==> src/rtl/dma_arb_pkg.sv <==
// Shared types and helpers for the DMA engineer arbiter: FSM state encoding,
// default geometry and a constant-evaluable clog2 used to size grant_id.
package dma_arb_pkg;

  typedef enum logic [1:0] {
    IDLE = 2'd0,
    REQ  = 2'd1,
    XFER = 2'd2
  } state_e;

  localparam int NUM_CLIENTS_DEF = 4;
  localparam int ADDR_W_DEF      = 27;
  localparam int DATA_W_DEF      = 512;

  function automatic int clog2(input int n);
    int r;
    r = 0;
    for (int i = 0; i < 32; i++) begin
      if ((1 << r) < n) r = r + 1;
    end
    return r;
  endfunction

endpackage

==> src/rtl/dma_engineer_arbiter_if.sv <==
// Client-side and engine-side buses of the arbiter; the arbiter is the slave
// of the layer controllers and the master towards the single DMA engineer.
interface arb_cl_if
  import dma_arb_pkg::*;
#(
  parameter int N  = NUM_CLIENTS_DEF,
  parameter int AW = ADDR_W_DEF,
  parameter int DW = DATA_W_DEF
);
  logic [N-1:0]    cl_req;
  logic [N-1:0]    cl_ack;
  logic [N*AW-1:0] cl_start_addr;
  logic [N*AW-1:0] cl_length;
  logic [DW-1:0]   cl_dout;
  logic [N-1:0]    cl_dout_en;
  logic [N-1:0]    cl_dout_eop;

  modport slave (
    input  cl_req, cl_start_addr, cl_length,
    output cl_ack, cl_dout, cl_dout_en, cl_dout_eop
  );

  modport master (
    output cl_req, cl_start_addr, cl_length,
    input  cl_ack, cl_dout, cl_dout_en, cl_dout_eop
  );
endinterface

interface arb_dma_if
  import dma_arb_pkg::*;
#(
  parameter int AW = ADDR_W_DEF,
  parameter int DW = DATA_W_DEF
);
  logic          dma_req;
  logic          dma_ack;
  logic [AW-1:0] dma_start_addr;
  logic [AW-1:0] dma_length;
  logic [DW-1:0] dma_dout;
  logic          dma_dout_en;
  logic          dma_dout_eop;

  modport master (
    output dma_req, dma_start_addr, dma_length,
    input  dma_ack, dma_dout, dma_dout_en, dma_dout_eop
  );

  modport slave (
    input  dma_req, dma_start_addr, dma_length,
    output dma_ack, dma_dout, dma_dout_en, dma_dout_eop
  );
endinterface

==> src/rtl/dma_engineer_arbiter_rr_arbiter.sv <==
// Combinational round-robin pick: first set request at or after ptr_i, wrapping.
// Zero latency; returns one-hot grant, its index and a valid flag.
module rr_arbiter
  import dma_arb_pkg::*;
#(
  parameter int N    = NUM_CLIENTS_DEF,
  parameter int ID_W = clog2(NUM_CLIENTS_DEF)
) (
  input  logic [N-1:0]    req_i,
  input  logic [ID_W-1:0] ptr_i,
  output logic [N-1:0]    gnt_o,
  output logic [ID_W-1:0] idx_o,
  output logic            vld_o
);

  int              k;
  logic [ID_W-1:0] k_idx;

  always_comb begin
    gnt_o = '0;
    idx_o = '0;
    vld_o = 1'b0;
    k     = 0;
    k_idx = '0;
    for (int i = 0; i < N; i++) begin
      k = int'(ptr_i) + i;
      if (k >= N) k = k - N;
      k_idx = ID_W'(k);
      if (!vld_o && req_i[k_idx]) begin
        vld_o        = 1'b1;
        gnt_o[k_idx] = 1'b1;
        idx_o        = k_idx;
      end
    end
  end

endmodule

==> src/rtl/dma_engineer_arbiter.sv <==
// Shares one DMA engineer read port between NUM_CLIENTS layer controllers, round-robin,
// grant held request-to-eop; dma_req one cycle after grant, data forwarded with zero latency.
module dma_engineer_arbiter
  import dma_arb_pkg::*;
#(
  parameter int NUM_CLIENTS = NUM_CLIENTS_DEF,
  parameter int ADDR_W      = ADDR_W_DEF,
  parameter int DATA_W      = DATA_W_DEF,
  parameter int ID_W        = clog2(NUM_CLIENTS)
) (
  input  logic            clk,
  input  logic            rst,
  arb_cl_if.slave         cl,
  arb_dma_if.master       dma,
  output logic            busy,
  output logic [ID_W-1:0] grant_id,
  output logic            stray_beat
);

  state_e                 state_q, state_d;
  logic [ID_W-1:0]        rr_q, rr_d;
  logic [ID_W-1:0]        gid_q, gid_d;
  logic [ADDR_W-1:0]      addr_q, addr_d;
  logic [ADDR_W-1:0]      len_q, len_d;
  logic                   req_q, req_d;
  logic                   busy_q, busy_d;
  logic                   stray_q, stray_d;

  logic [NUM_CLIENTS-1:0] pick_oh;
  logic [ID_W-1:0]        pick_idx;
  logic                   pick_vld;
  logic [ADDR_W-1:0]      pick_addr;
  logic [ADDR_W-1:0]      pick_len;
  logic [NUM_CLIENTS-1:0] gid_oh;
  logic [NUM_CLIENTS-1:0] ack_c, en_c, eop_c;
  logic [DATA_W-1:0]      dout_bcast;

  rr_arbiter #(
    .N    (NUM_CLIENTS),
    .ID_W (ID_W)
  ) u_rr (
    .req_i (cl.cl_req),
    .ptr_i (rr_q),
    .gnt_o (pick_oh),
    .idx_o (pick_idx),
    .vld_o (pick_vld)
  );

  // AND-OR select of the winner's descriptor straight off the one-hot grant.
  always_comb begin
    pick_addr = '0;
    pick_len  = '0;
    for (int i = 0; i < NUM_CLIENTS; i++) begin
      if (pick_oh[i]) begin
        pick_addr = pick_addr | cl.cl_start_addr[i*ADDR_W +: ADDR_W];
        pick_len  = pick_len  | cl.cl_length[i*ADDR_W +: ADDR_W];
      end
    end
  end

  always_comb begin
    gid_oh        = '0;
    gid_oh[gid_q] = 1'b1;
  end

  always_comb begin
    state_d = state_q;
    rr_d    = rr_q;
    gid_d   = gid_q;
    addr_d  = addr_q;
    len_d   = len_q;
    req_d   = req_q;
    ack_c   = '0;
    en_c    = '0;
    eop_c   = '0;
    stray_d = stray_q | (dma.dma_dout_en && (state_q != XFER));

    case (state_q)
      IDLE: begin
        if (pick_vld) begin
          gid_d   = pick_idx;
          addr_d  = pick_addr;
          len_d   = pick_len;
          req_d   = 1'b1;
          state_d = REQ;
        end
      end
      REQ: begin
        if (dma.dma_ack) begin
          ack_c   = gid_oh;
          req_d   = 1'b0;
          rr_d    = (gid_q == ID_W'(NUM_CLIENTS - 1)) ? '0 : gid_q + ID_W'(1);
          state_d = XFER;
        end
      end
      XFER: begin
        if (dma.dma_dout_en) begin
          en_c = gid_oh;
          if (dma.dma_dout_eop) begin
            eop_c   = gid_oh;
            state_d = IDLE;
          end
        end
      end
      default: begin
        req_d   = 1'b0;
        state_d = IDLE;
      end
    endcase

    busy_d = (state_d != IDLE);
  end

  always_ff @(posedge clk or negedge rst) begin
    if (!rst) begin
      state_q <= IDLE;
      rr_q    <= '0;
      gid_q   <= '0;
      addr_q  <= '0;
      len_q   <= '0;
      req_q   <= 1'b0;
      busy_q  <= 1'b0;
      stray_q <= 1'b0;
    end else begin
      state_q <= state_d;
      rr_q    <= rr_d;
      gid_q   <= gid_d;
      addr_q  <= addr_d;
      len_q   <= len_d;
      req_q   <= req_d;
      busy_q  <= busy_d;
      stray_q <= stray_d;
    end
  end

  assign dout_bcast         = dma.dma_dout;
  assign cl.cl_dout         = dout_bcast;
  assign cl.cl_ack          = ack_c;
  assign cl.cl_dout_en      = en_c;
  assign cl.cl_dout_eop     = eop_c;
  assign dma.dma_req        = req_q;
  assign dma.dma_start_addr = addr_q;
  assign dma.dma_length     = len_q;
  assign busy               = busy_q;
  assign grant_id           = gid_q;
  assign stray_beat         = stray_q;

endmodule

==> src/flat_wrapper.sv <==
// flat-port wrapper written by rule: the top's interface ports become plain ports
module dma_engineer_arbiter_flat import dma_arb_pkg::*;
#(
  parameter int NUM_CLIENTS = NUM_CLIENTS_DEF,
  parameter int ADDR_W      = ADDR_W_DEF,
  parameter int DATA_W      = DATA_W_DEF,
  parameter int ID_W        = clog2(NUM_CLIENTS)
)
  (clk, rst, busy, grant_id, stray_beat, cl_cl_req, cl_cl_start_addr, cl_cl_length, cl_cl_ack, cl_cl_dout, cl_cl_dout_en, cl_cl_dout_eop, dma_dma_req, dma_dma_start_addr, dma_dma_length, dma_dma_ack, dma_dma_dout, dma_dma_dout_en, dma_dma_dout_eop);
  arb_cl_if #(.N((4)), .AW((27)), .DW((512))) cl_i ();
  arb_dma_if #(.AW((27)), .DW((512))) dma_i ();
  input  logic clk;
  input  logic rst;
  output logic busy;
  output logic [ID_W-1:0] grant_id;
  output logic stray_beat;
  input wire logic [$bits(cl_i.cl_req)-1:0] cl_cl_req;
  input wire logic [$bits(cl_i.cl_start_addr)-1:0] cl_cl_start_addr;
  input wire logic [$bits(cl_i.cl_length)-1:0] cl_cl_length;
  output wire logic [$bits(cl_i.cl_ack)-1:0] cl_cl_ack;
  output wire logic [$bits(cl_i.cl_dout)-1:0] cl_cl_dout;
  output wire logic [$bits(cl_i.cl_dout_en)-1:0] cl_cl_dout_en;
  output wire logic [$bits(cl_i.cl_dout_eop)-1:0] cl_cl_dout_eop;
  output wire logic [$bits(dma_i.dma_req)-1:0] dma_dma_req;
  output wire logic [$bits(dma_i.dma_start_addr)-1:0] dma_dma_start_addr;
  output wire logic [$bits(dma_i.dma_length)-1:0] dma_dma_length;
  input wire logic [$bits(dma_i.dma_ack)-1:0] dma_dma_ack;
  input wire logic [$bits(dma_i.dma_dout)-1:0] dma_dma_dout;
  input wire logic [$bits(dma_i.dma_dout_en)-1:0] dma_dma_dout_en;
  input wire logic [$bits(dma_i.dma_dout_eop)-1:0] dma_dma_dout_eop;
  assign cl_i.cl_req = cl_cl_req;
  assign cl_i.cl_start_addr = cl_cl_start_addr;
  assign cl_i.cl_length = cl_cl_length;
  assign cl_cl_ack = cl_i.cl_ack;
  assign cl_cl_dout = cl_i.cl_dout;
  assign cl_cl_dout_en = cl_i.cl_dout_en;
  assign cl_cl_dout_eop = cl_i.cl_dout_eop;
  assign dma_dma_req = dma_i.dma_req;
  assign dma_dma_start_addr = dma_i.dma_start_addr;
  assign dma_dma_length = dma_i.dma_length;
  assign dma_i.dma_ack = dma_dma_ack;
  assign dma_i.dma_dout = dma_dma_dout;
  assign dma_i.dma_dout_en = dma_dma_dout_en;
  assign dma_i.dma_dout_eop = dma_dma_dout_eop;
  dma_engineer_arbiter #(.NUM_CLIENTS(NUM_CLIENTS), .ADDR_W(ADDR_W), .DATA_W(DATA_W), .ID_W(ID_W)) u_core (.clk(clk), .rst(rst), .cl(cl_i), .dma(dma_i), .busy(busy), .grant_id(grant_id), .stray_beat(stray_beat));
endmodule
==> config.mk <==
export PLATFORM = sky130hd
export DESIGN_NAME = dma_engineer_arbiter_flat
export DESIGN_NICKNAME = d
export VERILOG_FILES = /design/src/rtl/dma_arb_pkg.sv /design/src/rtl/dma_engineer_arbiter_if.sv /design/src/rtl/dma_engineer_arbiter_rr_arbiter.sv /design/src/rtl/dma_engineer_arbiter.sv /design/src/flat_wrapper.sv
export SDC_FILE = /design/constraint.sdc
export NUM_CORES = 1
export LEC_CHECK = 0
export CORE_AREA = 10 10 509 511
export CTS_CLUSTER_DIAMETER = 60
export DETAILED_ROUTE_END_ITERATION = 10
export DIE_AREA = 0 0 519 521
export SYNTH_ARGS = -nofsm -noshare
export SYNTH_HDL_FRONTEND = slang
export SYNTH_SLANG_ARGS = --single-unit
==> constraint.sdc <==
create_clock -name clk -period 7.4 [get_ports clk]
set_input_delay 0.74 -clock clk [delete_from_list [all_inputs] [get_ports clk]]
set_output_delay 0.74 -clock clk [all_outputs]
set_load 0.05 [all_outputs]
After elaboration in Yosys (flattened, before gate mapping):

Cells that the tools add are included.

* flip-flop bits (word level): 63
* input port bits: 737
* logic and storage cells: 122

* add/subtract/negate cells: 8
* order comparisons: 14
* equality and inequality tests: 6
* mux-type cells: 58
* bitwise gates (word level): 11
* reduce and logical (&&, ||, !) cells: 17

Operators with widths (count)
* 27-bit 2-to-1 mux: 8
* 27-bit OR: 6
* 4-bit 2-to-1 mux: 11
* 2-bit 2-to-1 mux: 13
* 2-bit by 3-bit less-than comparator with 1-bit output (second input constant): 5
* 1-bit 2-to-1 mux: 15
* 4-bit OR: 3
* 1-bit demux with 2-bit select: 5
* 2-bit by 1-bit >= comparator with 1-bit output (second input constant): 5
* 3-bit >= comparator (second input constant): 3
* 1-bit logical AND: 9
* 1-bit binary-select mux with 2-bit select: 4
* 2-bit by 1-bit subtractor with 2-bit output (second input constant): 4
* 2-bit by 2-bit adder with 3-bit output (second input constant): 2
* 2-bit case mux with 3 select lines: 1
* 2-bit == test (second input constant): 2
* 2-bit inequality test (second input constant): 2
* 2-bit AND reduction: 2
* 2-bit by 1-bit adder with 3-bit output (second input constant): 1
* 2-bit by 3-bit >= comparator with 1-bit output (second input constant): 1
* 1-bit zero test: 3
* 1-bit case mux with 3 select lines: 1
* 3-bit AND reduction: 1
* 2-bit by 1-bit adder with 2-bit output (second input constant): 1
* other kinds (6): 6

Depth between registers and ports, before layout:

* depth in word-level cells: 21
* gate-level depth with buffers: 12

Modules after synthesis:

A second synthesis with hierarchy kept.

* cells, all modules: 915
* area total of the unflattened synthesis: 7637.3 µm²

By module, submodules not included
* dma_engineer_arbiter: times used 1, cells each 870, area each 7215.7 µm², sequential area each 1576.5 µm²
* rr_arbiter: times used 1, cells each 45, area each 421.7 µm², sequential area each 0.0 µm²

Worst setup path after synthesis:

OpenSTA, ideal clock, no wires.

* path kind: register to register
* start point: register u_core.rr_q[0]
* end point: register u_core.busy_q (netlist: u_core.busy)
* setup time: 0.131 ns
* data arrival time: 3.012 ns
* slack: 4.257 ns
* stages on the path, launching flop included: 11
* path buffers: 4
* cell sequence: dfrtp_1 > buf_2 > inv_1 > ha_1 > buf_6 > mux4_2 > or3_4 > o21a_1 > clkbuf_1 > buf_2 > or3_1

* word-level cells in the longest chain between the ends: 17
* elaborated cells between the ends (all ways): 36
* those cells by class: add/sub: 7; order compare: 4; mux: 18; reduce/logical: 7

RTL lines
* from (decl): line dma_engineer_arbiter.sv:21 `logic [ID_W-1:0] rr_q, rr_d;`
* from (signal assigned): line dma_engineer_arbiter.sv:126 `rr_q <= rr_d;`
* branches (longest 13 deep; another with 2-bit by 1-bit adder with 3-bit output)
* 1-bit 2-to-1 mux *: line dma_engineer_arbiter_rr_arbiter.sv:29 `if (!vld_o && req_i[k_idx]) begin`
* 2-bit 2-to-1 mux *: line dma_engineer_arbiter.sv:80 `if (pick_vld) begin`
* 2-bit case mux with 3 select lines *: line dma_engineer_arbiter.sv:78 `case (state_q)`
* 2-bit nonzero test *: line dma_engineer_arbiter.sv:111 `busy_d = (state_d != IDLE);`
* via u_core.busy_d: line dma_engineer_arbiter.sv:26 `logic busy_q, busy_d;`
* to (signal assigned): line dma_engineer_arbiter.sv:131 `busy_q <= busy_d;`
* to (decl): line dma_engineer_arbiter.sv:26

Mark *: on every way through the listed nets, which the timed path passes. The select of a mux whose other input is x is not followed.
A chain may end at the register's enable or synchronous reset.

Final worst setup path:

* start point: register u_core.rr_q[0]
* end point: register u_core.len_q[14] (netlist: u_core.dma.dma_length[14])

* word-level cells in the longest chain between the ends: 21
* elaborated cells between the ends (all ways): 68
* those cells by class: add/sub: 7; order compare: 12; mux: 32; bitwise: 6; reduce/logical: 11

RTL lines
* branches (longest 21 deep; another with 2-bit by 1-bit adder with 3-bit output)
* to (signal assigned): line dma_engineer_arbiter.sv:129 `len_q <= len_d;`
* to (decl): line dma_engineer_arbiter.sv:24 `logic [ADDR_W-1:0] len_q, len_d;`

Parallel ways; which one is timed is not known. The select of a mux whose other input is x is not followed.

==> flow_metrics.py <==
metrics = {
    "outcome": {
        "outcome": "completed",
    },
    "grt": {
        "grt_use_total_pct": 15.2,
        "grt_pass1_vias": 8267,
        "grt_max_degree": 57,
        "grt-ovfl-total": 0,
        "grt_antenna_before_repair": 58,
        "grt_pass1_wl_mm": 235,
    },
    "placed_design": {
        "hpwl_mm": 203,
        "gp_congestion": 0.886,
        "port_buffers": 295,
    },
    "power_and_ir_drop": {
        "pwr-share-clk_pct": 10.9,
        "p_leak_uw": 0.00301,
        "netSwitchingPower_uw": 3190,
        "p_comb_share_pct": 75.9,
        "ir_drop_v": 0.000368,
        "power_frac_seq_pct": 13.2,
        "powerDensity_nw_per_um2": 417,
        "p_sw_share_pct": 63.4,
        "internal_power_uw": 1840,
    },
    "drt": {
        "viasPerCell": 1.94,
        "remaining_drc_errors": 0,
        "num_vias": 8162,
        "drt_pre_antenna_iters": 5,
        "detail_route.iter0.violations": 654,
        "wirelength_mm": 215,
        "wl_per_cell_um": 50.9,
        "ant_nets": 0,
    },
    "synth": {
        "synth_most_common_cell": "buf_4",
        "synthAdderAreaFrac_pct": 1.74,
        "synth_fp_nets": 1864,
        "async_reset_ff_share_pct": 100,
        "syn_inst": 1115,
        "ys_seq_area_share_pct": 18.3,
        "synth_xor_area_share_pct": 0,
        "synth-compound-area-share_pct": 19.6,
        "synthTopCellsByCount": "buf_4, nand2_1, dfrtp_1",
        "ys.flop_type": "dfrtp_1",
        "yosys_register_bits": 63,
        "postSynthAreaPerCell_um2": 7.73,
        "muxShareOfSynthArea_pct": 2.00,
        "synth_top_family_by_area": "buffers and inverters",
        "synth_area_leaders": "buf_4, dfrtp_1, a221oi_1, nand2_1, a22oi_1",
        "synth_edf_count": 0,
        "synth_top_area_share_pct": 44.6,
        "yosysWarnings": 0,
        "synth_simple_gate_area_share_pct": 10.2,
        "synth_area_um2": 8620,
        "synth_cell_types": 39,
        "yosysTopAreaCell": "buf_4",
    },
    "setup_path": {
        "r2r_start": "u_core.rr_q[0]$_DFFE_PN0P_",
        "worstSetupEndpointType": "flip-flop",
        "crit_fanout": 55,
        "arrival_ns": 5.41,
        "start_kind": "flip-flop",
        "rr_endpoint": "u_core.dma.dma_length[14]$_DFFE_PN0P_",
        "critPathRequiredTime_ns": 7.73,
        "crit_type": "reg -> reg",
        "r2r_slack_ns": 2.33,
        "r2r_cells": 9,
    },
    "timing": {
        "setup_tns_ns": 0,
        "tightestPinTransition_ns": 1.23,
        "fin_skew_ns": 0.0245,
        "setup_viol": 0,
        "fmax_mhz": 197,
        "period_needed_ns": 5.07,
        "hold_slack_ns": 0.201,
        "max-slew-margin-rel_pct": 17.9,
        "fin_crit_sh_pct": 68.6,
        "rsz0062_at_grt": "no",
        "finalHoldViolations": 0,
        "drv_slew": 0,
    },
    "clock_tree": {
        "cts_hold_buf": 0,
        "cts_num_sinks": 63,
        "numCtsBuffers": 9,
        "htreeDepth": 3,
        "postCtsSetupBuffers": 0,
        "root_buffer": "clkbuf_16",
        "clk_latency_ns": 0.44,
        "cts.path.max_buffers": 2,
        "cts_tree": "built",
        "cts_resized": 0,
        "clkSlewWorstSetupHoldPaths_ns": 0.10,
    },
    "hold_path": {
        "min_path_type": "in -> async",
    },
    "die": {
        "num_rows": 183,
        "die_w_um": 519,
        "die_area_um2": 270000,
        "die_height_um": 521,
        "start_util_pct": 3.47,
        "core_area_um2": 248000,
        "pin_count": 1320,
    },
    "layout": {
        "fillers": 29500,
        "area_growth_pct": 39.9,
        "multi_input_area_um2": 2950,
        "seq_area_um2": 1580,
        "fin_nets": 1611,
        "layout-drive-gt1-share_pct": 6.57,
    },
    "run": {
        "drv_cap": 0,
    },
}
==> power groups by stage <==
stage / sequential, uW / combinational (uW) / clock (uW)
global route: 691 / 4070 / 587
finish: 665 / 3820 / 548
CTS: 667 / 3890 / 593
global placement: 663 / 3840 / 0
detailed placement: 673 / 3880 / 0
floorplan: 1180 / 2300 / 0
==> cells by family (layout without fill, tap and decap cells) <==
logic type      Yosys count  after routing
fa+ha+maj                12             12
other cells               0             21
simple gates            209            209
flops                    63             63
compound gates          243            243
mux                      13             13
buf+inv                 575            327
==> cell usage in the layout (no fill, tap or decap), types with 2 or more instances in the layout <==
cell and instances:
nand3b_1 2, nor2_1 62, nor2b_1 2, and3_1 5, ha_4 2, buf_4 19, dfrtp_1 63, inv_1 8
o211ai_1 2, mux2_2 4, clkinv_2 2, a32oi_4 2, and2_1 9, or2_2 2, a21oi_1 62, buf_2 2
clkinv_4 3, a221oi_1 54, o22ai_1 2, nand2b_1 3, and2_4 2, a31oi_1 55, o21ai_0 5, ha_1 10
mux2i_1 6, nand2_1 115, clkbuf_16 9, clkdlybuf4s50_1 281, diode_2 21, or3_1 2, mux4_2 3, a22oi_1 54
==> worst max-delay path: stages, from the launching register on <==
cell	delay (ns)
dfrtp_1	0.82
inv_1	0.30
ha_1	0.59
mux4_2	0.61
or3_4	0.46
and2_4	0.37
o21bai_4	0.86
buf_4	0.56
nand2_1	0.11
a31oi_1	0.16
==> how the worst max path moves through the flow <==
stage / slack, ns / depth (start not counted) / from / endpoint
floorplan: 4.26 / 10 / u_core.rr_q[0]$_DFFE_PN0P_ / u_core.busy$_DFF_PN0_
global placement: 2.53 / 9 / u_core.rr_q[0]$_DFFE_PN0P_ / u_core.dma.dma_length[16]$_DFFE_PN0P_
detailed placement: 2.38 / 9 / u_core.rr_q[0]$_DFFE_PN0P_ / u_core.dma.dma_length[20]$_DFFE_PN0P_
CTS: 2.30 / 9 / u_core.rr_q[0]$_DFFE_PN0P_ / u_core.dma.dma_length[20]$_DFFE_PN0P_
global route: 1.98 / 9 / u_core.rr_q[0]$_DFFE_PN0P_ / u_core.dma.dma_start_addr[24]$_DFFE_PN0P_
finish: 2.33 / 9 / u_core.rr_q[0]$_DFFE_PN0P_ / u_core.dma.dma_length[14]$_DFFE_PN0P_
==> metal layers <==
layer  GRT usage (%)  part of all wire [%]
met1            5.99                    14
met2            23.0                    42
met3            28.8                    40
met4            4.46                   3.4
met5           0.772                  0.19
==> area by class of cell <==
type | count | share of cell area, %
flip-flops and latches | 63 | 13.1
well taps | 3330 | 34.6
multi-input cells | 477 | 24.5
clock inverters | 7 | 0.612
clock buffers | 9 | 1.87
repair buffers | 303 | 24.7
diodes | 21 | 0.436
inverters | 8 | 0.249
==> state kept, by name, indices dropped and copies added (netlist names) <==
signal                     flops
u_core.grant_id                2
u_core.dma.dma_start_addr     27
u_core.state_q                 2
u_core.dma.dma_length         27
u_core.rr_q                    2
u_core.busy                    1
u_core.dma.dma_req             1
u_core.stray_beat              1
==> per-stage QoR <==
step                instance area [um2]  util [%]  total power, uW  setup slack [ns]  instances
floorplan                          8620         -             3480              4.26       1115
global placement                  11700      4.72             4510              2.53       4181
detailed placement                11700      4.72             4550              2.38       4181
CTS                               12000      4.84             5150              2.30       4197
global route                      12000      4.84             5350              1.98       4203
finish                            12100      4.86             5030              2.33       4218
Note: power is estimated with default switching activity, not from simulation.
